### src/rtl/uart_tx_pkg.sv
// Shared types and constants for the UART transmitter datapath.
package uart_tx_pkg;

    typedef enum logic [1:0] {
        ST_IDLE  = 2'd0,
        ST_SHIFT = 2'd1,
        ST_HOLD  = 2'd2
    } ser_state_t;

    localparam int   UART_DEFAULT_DATA_WIDTH = 8;
    localparam logic LINE_IDLE               = 1'b1;

endpackage

### src/rtl/uart_tx_serializer.sv
// Parallel-to-serial shifter for the UART TX datapath: one bit per clock, ser_done on the last bit.
// Build option UART_SER_MSB_FIRST_EN selects MSB-first order; LSB-first otherwise.
module uart_tx_serializer
    import uart_tx_pkg::*;
#(
    parameter int DATA_WIDTH = UART_DEFAULT_DATA_WIDTH
) (
    input  logic                  clk,
    input  logic                  rst,
    input  logic [DATA_WIDTH-1:0] p_data,
    input  logic                  ser_en,
    output logic                  ser_data,
    output logic                  ser_done
);

    localparam int                CNT_W    = $clog2(DATA_WIDTH);
    localparam logic [CNT_W-1:0]  LAST_CNT = CNT_W'(DATA_WIDTH - 1);

    ser_state_t            state_r;
    logic [DATA_WIDTH-1:0] shreg_r;
    logic [CNT_W-1:0]      cnt_r;
    logic                  ser_data_r;
    logic                  ser_done_r;

    logic                  first_bit_s;
    logic                  next_bit_s;
    logic [DATA_WIDTH-1:0] shreg_rot_s;

    // The register rotates rather than shifts; the stale bit wraps around and is never presented.
`ifdef UART_SER_MSB_FIRST_EN
    assign first_bit_s = p_data[DATA_WIDTH-1];
    assign next_bit_s  = shreg_r[DATA_WIDTH-2];
    assign shreg_rot_s = {shreg_r[DATA_WIDTH-2:0], shreg_r[DATA_WIDTH-1]};
`else
    assign first_bit_s = p_data[0];
    assign next_bit_s  = shreg_r[1];
    assign shreg_rot_s = {shreg_r[0], shreg_r[DATA_WIDTH-1:1]};
`endif

    // Frame FSM with counter, shift register and registered serial outputs.
    always_ff @(posedge clk) begin
        if (rst) begin
            state_r    <= ST_IDLE;
            cnt_r      <= {CNT_W{1'b0}};
            shreg_r    <= {DATA_WIDTH{1'b0}};
            ser_data_r <= LINE_IDLE;
            ser_done_r <= 1'b0;
        end else begin
            case (state_r)
                ST_IDLE: begin
                    if (ser_en) begin
                        state_r    <= ST_SHIFT;
                        cnt_r      <= {CNT_W{1'b0}};
                        shreg_r    <= p_data;
                        ser_data_r <= first_bit_s;
                        ser_done_r <= 1'b0;
                    end else begin
                        ser_data_r <= LINE_IDLE;
                        ser_done_r <= 1'b0;
                    end
                end
                ST_SHIFT: begin
                    if (cnt_r == LAST_CNT) begin
                        state_r    <= ser_en ? ST_HOLD : ST_IDLE;
                        ser_data_r <= LINE_IDLE;
                        ser_done_r <= 1'b0;
                    end else if (!ser_en) begin
                        // Abort: the partial word is dropped and ser_done never fires.
                        state_r    <= ST_IDLE;
                        ser_data_r <= LINE_IDLE;
                        ser_done_r <= 1'b0;
                    end else begin
                        cnt_r      <= cnt_r + CNT_W'(1);
                        shreg_r    <= shreg_rot_s;
                        ser_data_r <= next_bit_s;
                        ser_done_r <= ((cnt_r + CNT_W'(1)) == LAST_CNT);
                    end
                end
                ST_HOLD: begin
                    state_r    <= ser_en ? ST_HOLD : ST_IDLE;
                    ser_data_r <= LINE_IDLE;
                    ser_done_r <= 1'b0;
                end
                default: begin
                    state_r    <= ST_IDLE;
                    ser_data_r <= LINE_IDLE;
                    ser_done_r <= 1'b0;
                end
            endcase
        end
    end

    assign ser_data = ser_data_r;
    assign ser_done = ser_done_r;

endmodule

### config.mk
export PLATFORM = sky130hd
export DESIGN_NAME = uart_tx_serializer
export DESIGN_NICKNAME = d
export VERILOG_FILES = /design/src/rtl/uart_tx_pkg.sv /design/src/rtl/uart_tx_serializer.sv
export SDC_FILE = /design/constraint.sdc
export NUM_CORES = 1
export LEC_CHECK = 0
export ABC_CLOCK_PERIOD_IN_PS = 4000
export CAP_MARGIN = 20
export CORE_UTILIZATION = 28
export CTS_CLUSTER_DIAMETER = 120
export DETAILED_ROUTE_END_ITERATION = 8
export HOLD_SLACK_MARGIN = 0.1
export PLACE_DENSITY = 0.54
export SYNTH_ARGS = -nofsm -noshare
export SYNTH_HDL_FRONTEND = slang
export SYNTH_SLANG_ARGS = --single-unit
### constraint.sdc
create_clock -name clk -period 4 [get_ports clk]
set_input_delay 0.6 -clock clk [delete_from_list [all_inputs] [get_ports clk]]
set_output_delay 0.6 -clock clk [all_outputs]
set_load 0.02 [all_outputs]
* Word-level counts from Yosys, hierarchy flattened
Cells that the tools add are included.
** Word-level totals
- Flip-flop bits (word level) :: 15
- Bits in latches :: 0
- RAM bits :: 0
- Memory bits (read-only) :: 0
- Input port bits :: 11
- Output and inout port bits :: 2
- Word-level logic and storage cells :: 38
- Memories :: 0
** Operators by class
- $add $sub $neg :: 1
- Multiply operators :: 0
- Divide/modulo/power cells :: 0
- Magnitude comparators :: 0
- Equality and inequality tests :: 8
- Shifts and indexed selects :: 0
- Multiplexer cells :: 17
- Bitwise logic cells :: 2
- Reduce and logical (&&, ||, !) cells :: 5
** Operators by type and width (count)
- two-way mux 8 bit :: 3
- one-hot mux 8 bit (2 select lines) :: 1
- two-way mux 3 bit :: 3
- two-way mux 2 bit :: 4
- equality test 3 bit, second input constant :: 2
- inequality test 2 bit, second input constant :: 3
- one-hot mux 2 bit (3 select lines) :: 1
- one-hot mux 3 bit (2 select lines) :: 1
- AND reduction 4 bit :: 1
- OR reduction 4 bit :: 1
- adder 3 x 1 -> 3 bit, second input constant :: 1
- two-way mux 1 bit :: 3
- inequality test 3 bit, second input constant :: 1
- equality test 2 x 1 -> 1 bit, second input constant :: 1
- equality test 2 bit, second input constant :: 1
- zero test 2 bit :: 1
- inverter 1 bit :: 2
- one-hot mux 1 bit (2 select lines) :: 1
- AND reduction 2 bit :: 1
- nonzero test 2 bit :: 1

* Longest topological paths before layout
Gate-level depths: netlist of run 1.
- Depth in word-level cells :: 4
- Mapped depth :: 6
- Mapped depth without buffers :: 5

* Least setup slack after synthesis of run 1
OpenSTA, ideal clock, no wires.
- Path type :: register to register
- From :: register cnt_r[0]
- To :: register shreg_r[0]
- Setup time :: 142 ps
- Arrival :: 1204 ps
- Data required time :: 3858 ps
- Slack :: 2655 ps
- Cell stages (with the launch flop) :: 6
- Path buffers :: 0
- Clock period less this slack :: 1345 ps
- Cells stage by stage :: dfxtp_1 ha_1 ha_1 and2_1 nor2_4 a211oi_2
** On the way
- Cells in the longest elaborated chain, start to end :: 3
** RTL lines
- start, declared :: RTL line uart_tx_serializer.sv:21 : logic [CNT_W-1:0] cnt_r;
- start signal, assigned :: RTL line uart_tx_serializer.sv:44 : cnt_r <= {CNT_W{1'b0}};
- start signal, assigned :: RTL line uart_tx_serializer.sv:53 : cnt_r <= {CNT_W{1'b0}};
- start signal, assigned :: RTL line uart_tx_serializer.sv:73 : cnt_r <= cnt_r + CNT_W'(1);
- equality test 3 bit :: RTL line uart_tx_serializer.sv:63 : if (cnt_r == LAST_CNT) begin
- inequality test 2 bit (no line)
- AND reduction 4 bit (no line)
- end signal, assigned :: RTL line uart_tx_serializer.sv:45 : shreg_r <= {DATA_WIDTH{1'b0}};
- end signal, assigned :: RTL line uart_tx_serializer.sv:54 : shreg_r <= p_data;
- end signal, assigned :: RTL line uart_tx_serializer.sv:74 : shreg_r <= shreg_rot_s;
- end, declared :: RTL line uart_tx_serializer.sv:20 : logic [DATA_WIDTH-1:0] shreg_r;
Every way passes these cells.
A chain may end at the register's enable or synchronous reset.

* Worst setup path in the final report of run 1
- From :: input port ser_en
- To :: register shreg_r[6]
** On the way
- Cells in the longest elaborated chain, start to end :: 2
- Elaborated cells between the ends (all ways) :: 3
- Classes of those cells :: 2 x eq/ne; 1 x reduce/logical
** RTL lines
- start, declared :: RTL line uart_tx_serializer.sv:11 : input logic ser_en,
- inequality test 2 bit (no line)
- AND reduction 4 bit (no line) (*)
Mark *: on every way between the ends. The rest lies on a longest branch, timed or not.

==> flow_summary.ini, run 1 <==
[drt]
drt_iter0_drc = 9
wl_um = 1404
wl_per_cell_um = 12.00
vias = 578
avgViaCountPerCell = 4.940
drc = 0
dr.pass1.iters = 4
drtAntennaViolNets = 0

[timing]
fin_crit_sh_pct = 47.19
rsz0062_at_grt = false
slew-limit-headroom_pct = 51.95
max_freq_ghz = 0.5298
setup_viol = 0
finalSetupTns_ns = 0
finClkSkew_ns = 0.008266
worstMarginPinSlew_ns = 0.7193
period_minus_slack_ns = 1.888
worst_hold_slack_ns = 0.5080
final_max_slew_viol_count = 0
hold_viol_final = 0

[synthesis]
ys_ff_latch = 15
netlist_instances = 75
async_flop_share_pct = 0
ys_types = 24
ys.flop_type = dfxtp_1
synth_nets = 90
yosys_warnings = 0
synth_area_um2 = 757.0
seq_area_frac_synth_pct = 39.67
synth_area_per_cell_um2 = 10.09
synth_enable_flop_cells = 0

[place]
port_buffers = 12
dp_hpwl_um = 987.9
place_congestion = 0.7570

[floorplan]
core.rowCount = 18
die_area_um2 = 2915
core_region_area_um2 = 2522
ioPinCount = 13
die_w_um = 54.00
start_util_pct = 30.01
dieHeight_um = 54.00

[power]
p_leak_nw = 0.3223
ir_drop_mv = 0.1646
power_density_nw_per_um2 = 319.5

[setup_path]
critPathArrivalTime_ns = 2.10
crit_type = input port to flop
r2r-start = state_r[0]$_SDFFE_PP0P_
crit_fanout = 11
required_ns = 4.21
crit_start = ser_en
start_kind = input port
end_kind = flop

[cells_and_area]
fin_nets = 103
syn_to_final_growth_pct = 20.66
drive_above_1_share_pct = 13.79
n_antenna_cell = 0
final_util_pct = 36.21

[job]
cap_violations = 0

[status]
status = completed

[clock_tree]
cts.sink_count = 15
cts_buffer_depth = 2
post_cts_resize_count = 0
clk_latency_ns = 0.29
postCtsSetupBuffers = 0
cts_root_buffer = clkbuf_4
hold_buffers = 0
htree_levels = 1
cts_tree = yes
cts_buffers = 3
clkTransAtPathRegs_ns = 0.09

[global_routing]
track_usage_pct = 12.22
overflow = 0
grt_max_degree = 16
antenna_found_initial = 0
grt_pass1_vias = 581
grt_pass1_wl_um = 2497

[min_path]
worstHoldPathType = flop to flop
hold_start = cnt_r[2]$_SDFFE_PP0P_
==> report_power, final <==
part / switching [mW] / total [mW] / internal (mW)
Clock: 0.0491 / 0.0878 / 0.0387
Combinational: 0.0181 / 0.0405 / 0.0224
Sequential: 0.00667 / 0.163 / 0.157
Total: 0.0738 / 0.292 / 0.218
==> metrics by stage <==
stage / area [um^2] / worst slack, ns / power (mW) / cells
finish: 913.4 / 2.112 / 0.2918 / 117
detailed placement: 887.1 / 1.830 / 0.2076 / 113
floorplan: 757.0 / 2.655 / 0.1930 / 75
global route: 913.4 / 2.014 / 0.3074 / 117
global placement: 887.1 / 1.852 / 0.2073 / 113
CTS: 913.4 / 2.146 / 0.2955 / 117
==> synthesized netlist by cell type (all sizes together), types with 2 or more instances <==
| library cell | n | area [um^2] |
|---|---|---|
| nand2b | 3 | 18.77 |
| a211oi | 9 | 107.6 |
| mux2i | 8 | 80.08 |
| nor2 | 3 | 18.77 |
| ha | 4 | 50.05 |
| inv | 2 | 7.510 |
| a21oi | 13 | 65.06 |
| buf | 3 | 23.77 |
| dfxtp | 15 | 300.3 |
| o21ai | 3 | 15.01 |
| nand4 | 2 | 12.51 |
| nand2 | 2 | 7.510 |
==> placed cells by master (no fill, tap or decap) <==
master	netlist	final
clkdlybuf4s50_1	0	12
nand4b_1	1	1
nand2_1	2	2
nand3_1	1	1
clkbuf_1	1	1
clkbuf_4	0	3
nor2_4	1	1
or3_1	1	1
nand4_1	2	2
nor2b_1	1	1
ha_1	4	4
a211oi_2	8	8
a211oi_1	1	1
inv_1	2	2
a21oi_1	13	13
o21ai_0	3	3
mux2i_1	8	8
and2_1	1	1
dfxtp_1	15	15
nand2b_1	3	3
nor2_1	2	2
and2b_1	1	1
nor4_1	1	1
==> registers in the layout, indices dropped and copies added, names as in the netlist <==
name / cells
ser_data: 1
cnt_r: 3
shreg_r: 8
ser_done: 1
state_r: 2
==> critical path: stages <==
cell and delay (ns):
clkdlybuf4s50_1 0.50, nor2b_1 0.60, a21oi_1 0.17, a211oi_2 0.22
==> kinds of logic (layout without fill, tap and decap cells) <==
group | Yosys count | in the layout | synth area share, %
flops | 15 | 15 | 39.67
compound gates | 25 | 25 | 24.79
simple gates | 17 | 17 | 13.72
mux | 8 | 8 | 10.58
buf+inv | 6 | 18 | 4.628
fa+ha+maj | 4 | 4 | 6.612
==> cell type report <==
class	instances	area [um^2]
flip-flops and latches	15	300.3
multi-input cells	54	421.7
well taps	30	37.54
fillers	282	1609
repair buffers	12	120.1
clock buffers	4	26.28
inverters	2	7.507
==> layer usage <==
metal	GRT usage [%]	up-vias	wire length, um
met5	0	-	0
met4	8.547	0	39
met3	3.955	5	77
met2	17.90	15	550
met1	14.91	260	737
li1	-	298	-
==> worst paths after layout <==
| path | endpoint | slack [ns] | cells past startpoint |
|---|---|---|---|
| worst min-delay path | cnt_r[2]$_SDFFE_PP0P_ | 0.51 | 2 |
| worst max-delay path | shreg_r[6]$_SDFFE_PP0P_ | 2.11 | 4 |
| worst min register to register | cnt_r[2]$_SDFFE_PP0P_ | 0.51 | 2 |
| worst max register to register | shreg_r[6]$_SDFFE_PP0P_ | 2.36 | 3 |
No activity file was read; power rests on OpenSTA's default activity.
==> run 2, diff against run 1 <==
Settings changed: ABC_CLOCK_PERIOD_IN_PS 4000 to 1820.
Clock period 4 ns to 1.82 ns, I/O delays scaled along.
==> flow_summary.ini, run 2 (synthesis results as in run 1) <==
[timing]
fin_crit_sh_pct = 80.49
period_minus_slack_ns = 1.465
final_max_slew_viol_count = 0
finClkSkew_ns = 0.003984
finalSetupTns_ns = 0
hold_viol_final = 0
max_freq_ghz = 0.6826
slew-limit-headroom_pct = 75.33
worstMarginPinSlew_ns = 0.3691
rsz0062_at_grt = false
layout_setup_ws_ns = 0.3550
setup_viol = 0

[clock_tree]
cts_buffer_depth = 2
cts.sink_count = 15
post_cts_resize_count = 0
cts_root_buffer = clkbuf_4
htree_levels = 1
postCtsSetupBuffers = 0
cts_tree = yes
clk_latency_ns = 0.29
clkTransAtPathRegs_ns = 0.09
hold_buffers = 0
cts_buffers = 3

[place]
place_congestion = 0.7685
port_buffers = 12
dpl.cell_count = 116
dp_hpwl_um = 1053
pre_cts_ws_ns = 0.3524

[cells_and_area]
layoutNonFillerInstCount = 120
layout_common_cells = dfxtp_1, a21oi_1, clkdlybuf4s50_1
final_common_cell = dfxtp_1
drive_above_1_share_pct = 16.67
fin_nets = 106
reg_top3 = shreg_r: 8 flops, cnt_r: 3 flops, state_r: 2 flops
regMostFlops = shreg_r
n_antenna_cell = 0
final_util_pct = 37.10
largest_register_ffs = 8
syn_to_final_growth_pct = 23.64

[global_routing]
grt_pass1_wl_um = 2587
grt_pass1_vias = 596
overflow = 0
antenna_found_initial = 0
track_usage_pct = 12.63
grt_max_degree = 12

[power]
total_power_uw = 645.8
power_density_nw_per_um2 = 690.1
ir_drop_mv = 0.3325
p_leak_nw = 0.3371

[setup_path]
start_kind = flop
crit_fanout = 8
required_ns = 1.98
path_buf_inv = 0
crit_chain = ha_1, ha_1, and2_1, nor2_4, a211oi_2
cp_top_family = simple AND/OR/NAND/NOR gates
end_kind = flop
critPathArrivalTime_ns = 1.63
slowest_delay_ns = 0.33
crit_path_frequent_cell = ha_1
slowest_stage = dfxtp_1
crit_type = flop to flop

[floorplan]
die_area_um2 = 2915
core_region_area_um2 = 2522
die_w_um = 54.00
start_util_pct = 30.01
dieHeight_um = 54.00
core.rowCount = 18
ioPinCount = 13

[drt]
avgViaCountPerCell = 4.958
drtAntennaViolNets = 0
vias = 595
drt_iter0_drc = 5
wl_um = 1428
wl_per_cell_um = 11.90
drc = 0
dr.pass1.iters = 4

[min_path]
worstHoldPathType = flop to flop

[status]
status = completed

[job]
cap_violations = 0
run 2: changes by cell type in the layout (fill, tap and decap cells not counted), sizes merged:
cell,delta
buf,+3
run 2: per-layer routing:
layer / vias up / wire length, um / global-route usage (%)
li1: 305 / - / -
met1: 275 / 691 / 15.10
met3: 5 / 52 / 2.542
met4: 0 / 42 / 7.692
met5: - / 0 / 0
met2: 10 / 642 / 20.58
run 2: power breakdown:
| part | switching (mW) | internal (mW) |
|---|---|---|
| logic | 0.0450 | 0.0533 |
| registers | 0.0104 | 0.345 |
| clock network | 0.107 | 0.0852 |
| total | 0.163 | 0.483 |
run 2: final timing paths:
path / from / to / slack (ns) / cells past startpoint
setup / recovery: cnt_r[0]$_SDFFE_PP0P_ / shreg_r[6]$_SDFFE_PP0P_ / 0.36 / 5
hold / removal: cnt_r[0]$_SDFFE_PP0P_ / cnt_r[0]$_SDFFE_PP0P_ / 0.51 / 2
setup reg to reg: cnt_r[0]$_SDFFE_PP0P_ / shreg_r[6]$_SDFFE_PP0P_ / 0.36 / 5
hold reg to reg: cnt_r[0]$_SDFFE_PP0P_ / cnt_r[0]$_SDFFE_PP0P_ / 0.51 / 2
run 2: through the flow:
stage,instance area (um^2),hold slack [ns]
global placement,909.6,0.4923
finish,935.9,0.5061
CTS,935.9,0.5055
global route,935.9,0.5444
floorplan,757.0,0.3376
detailed placement,909.6,0.4927
run 2: worst min-delay path: cells and delay by family, from the launching register on:
kind | cells | cell delay [ns]
flip-flops | 1 | 0.33
AO/OA/AOI/OAI | 2 | 0.13
run 2: layout make-up:
cell class | instances | area (um^2)
Fill cell | 268 | 1587
Multi-Input combinational cell | 54 | 421.7
Sequential cell | 15 | 300.3
Timing Repair Buffer | 15 | 142.6
Tap cell | 30 | 37.54
Clock buffer | 4 | 26.28
Inverter | 2 | 7.507
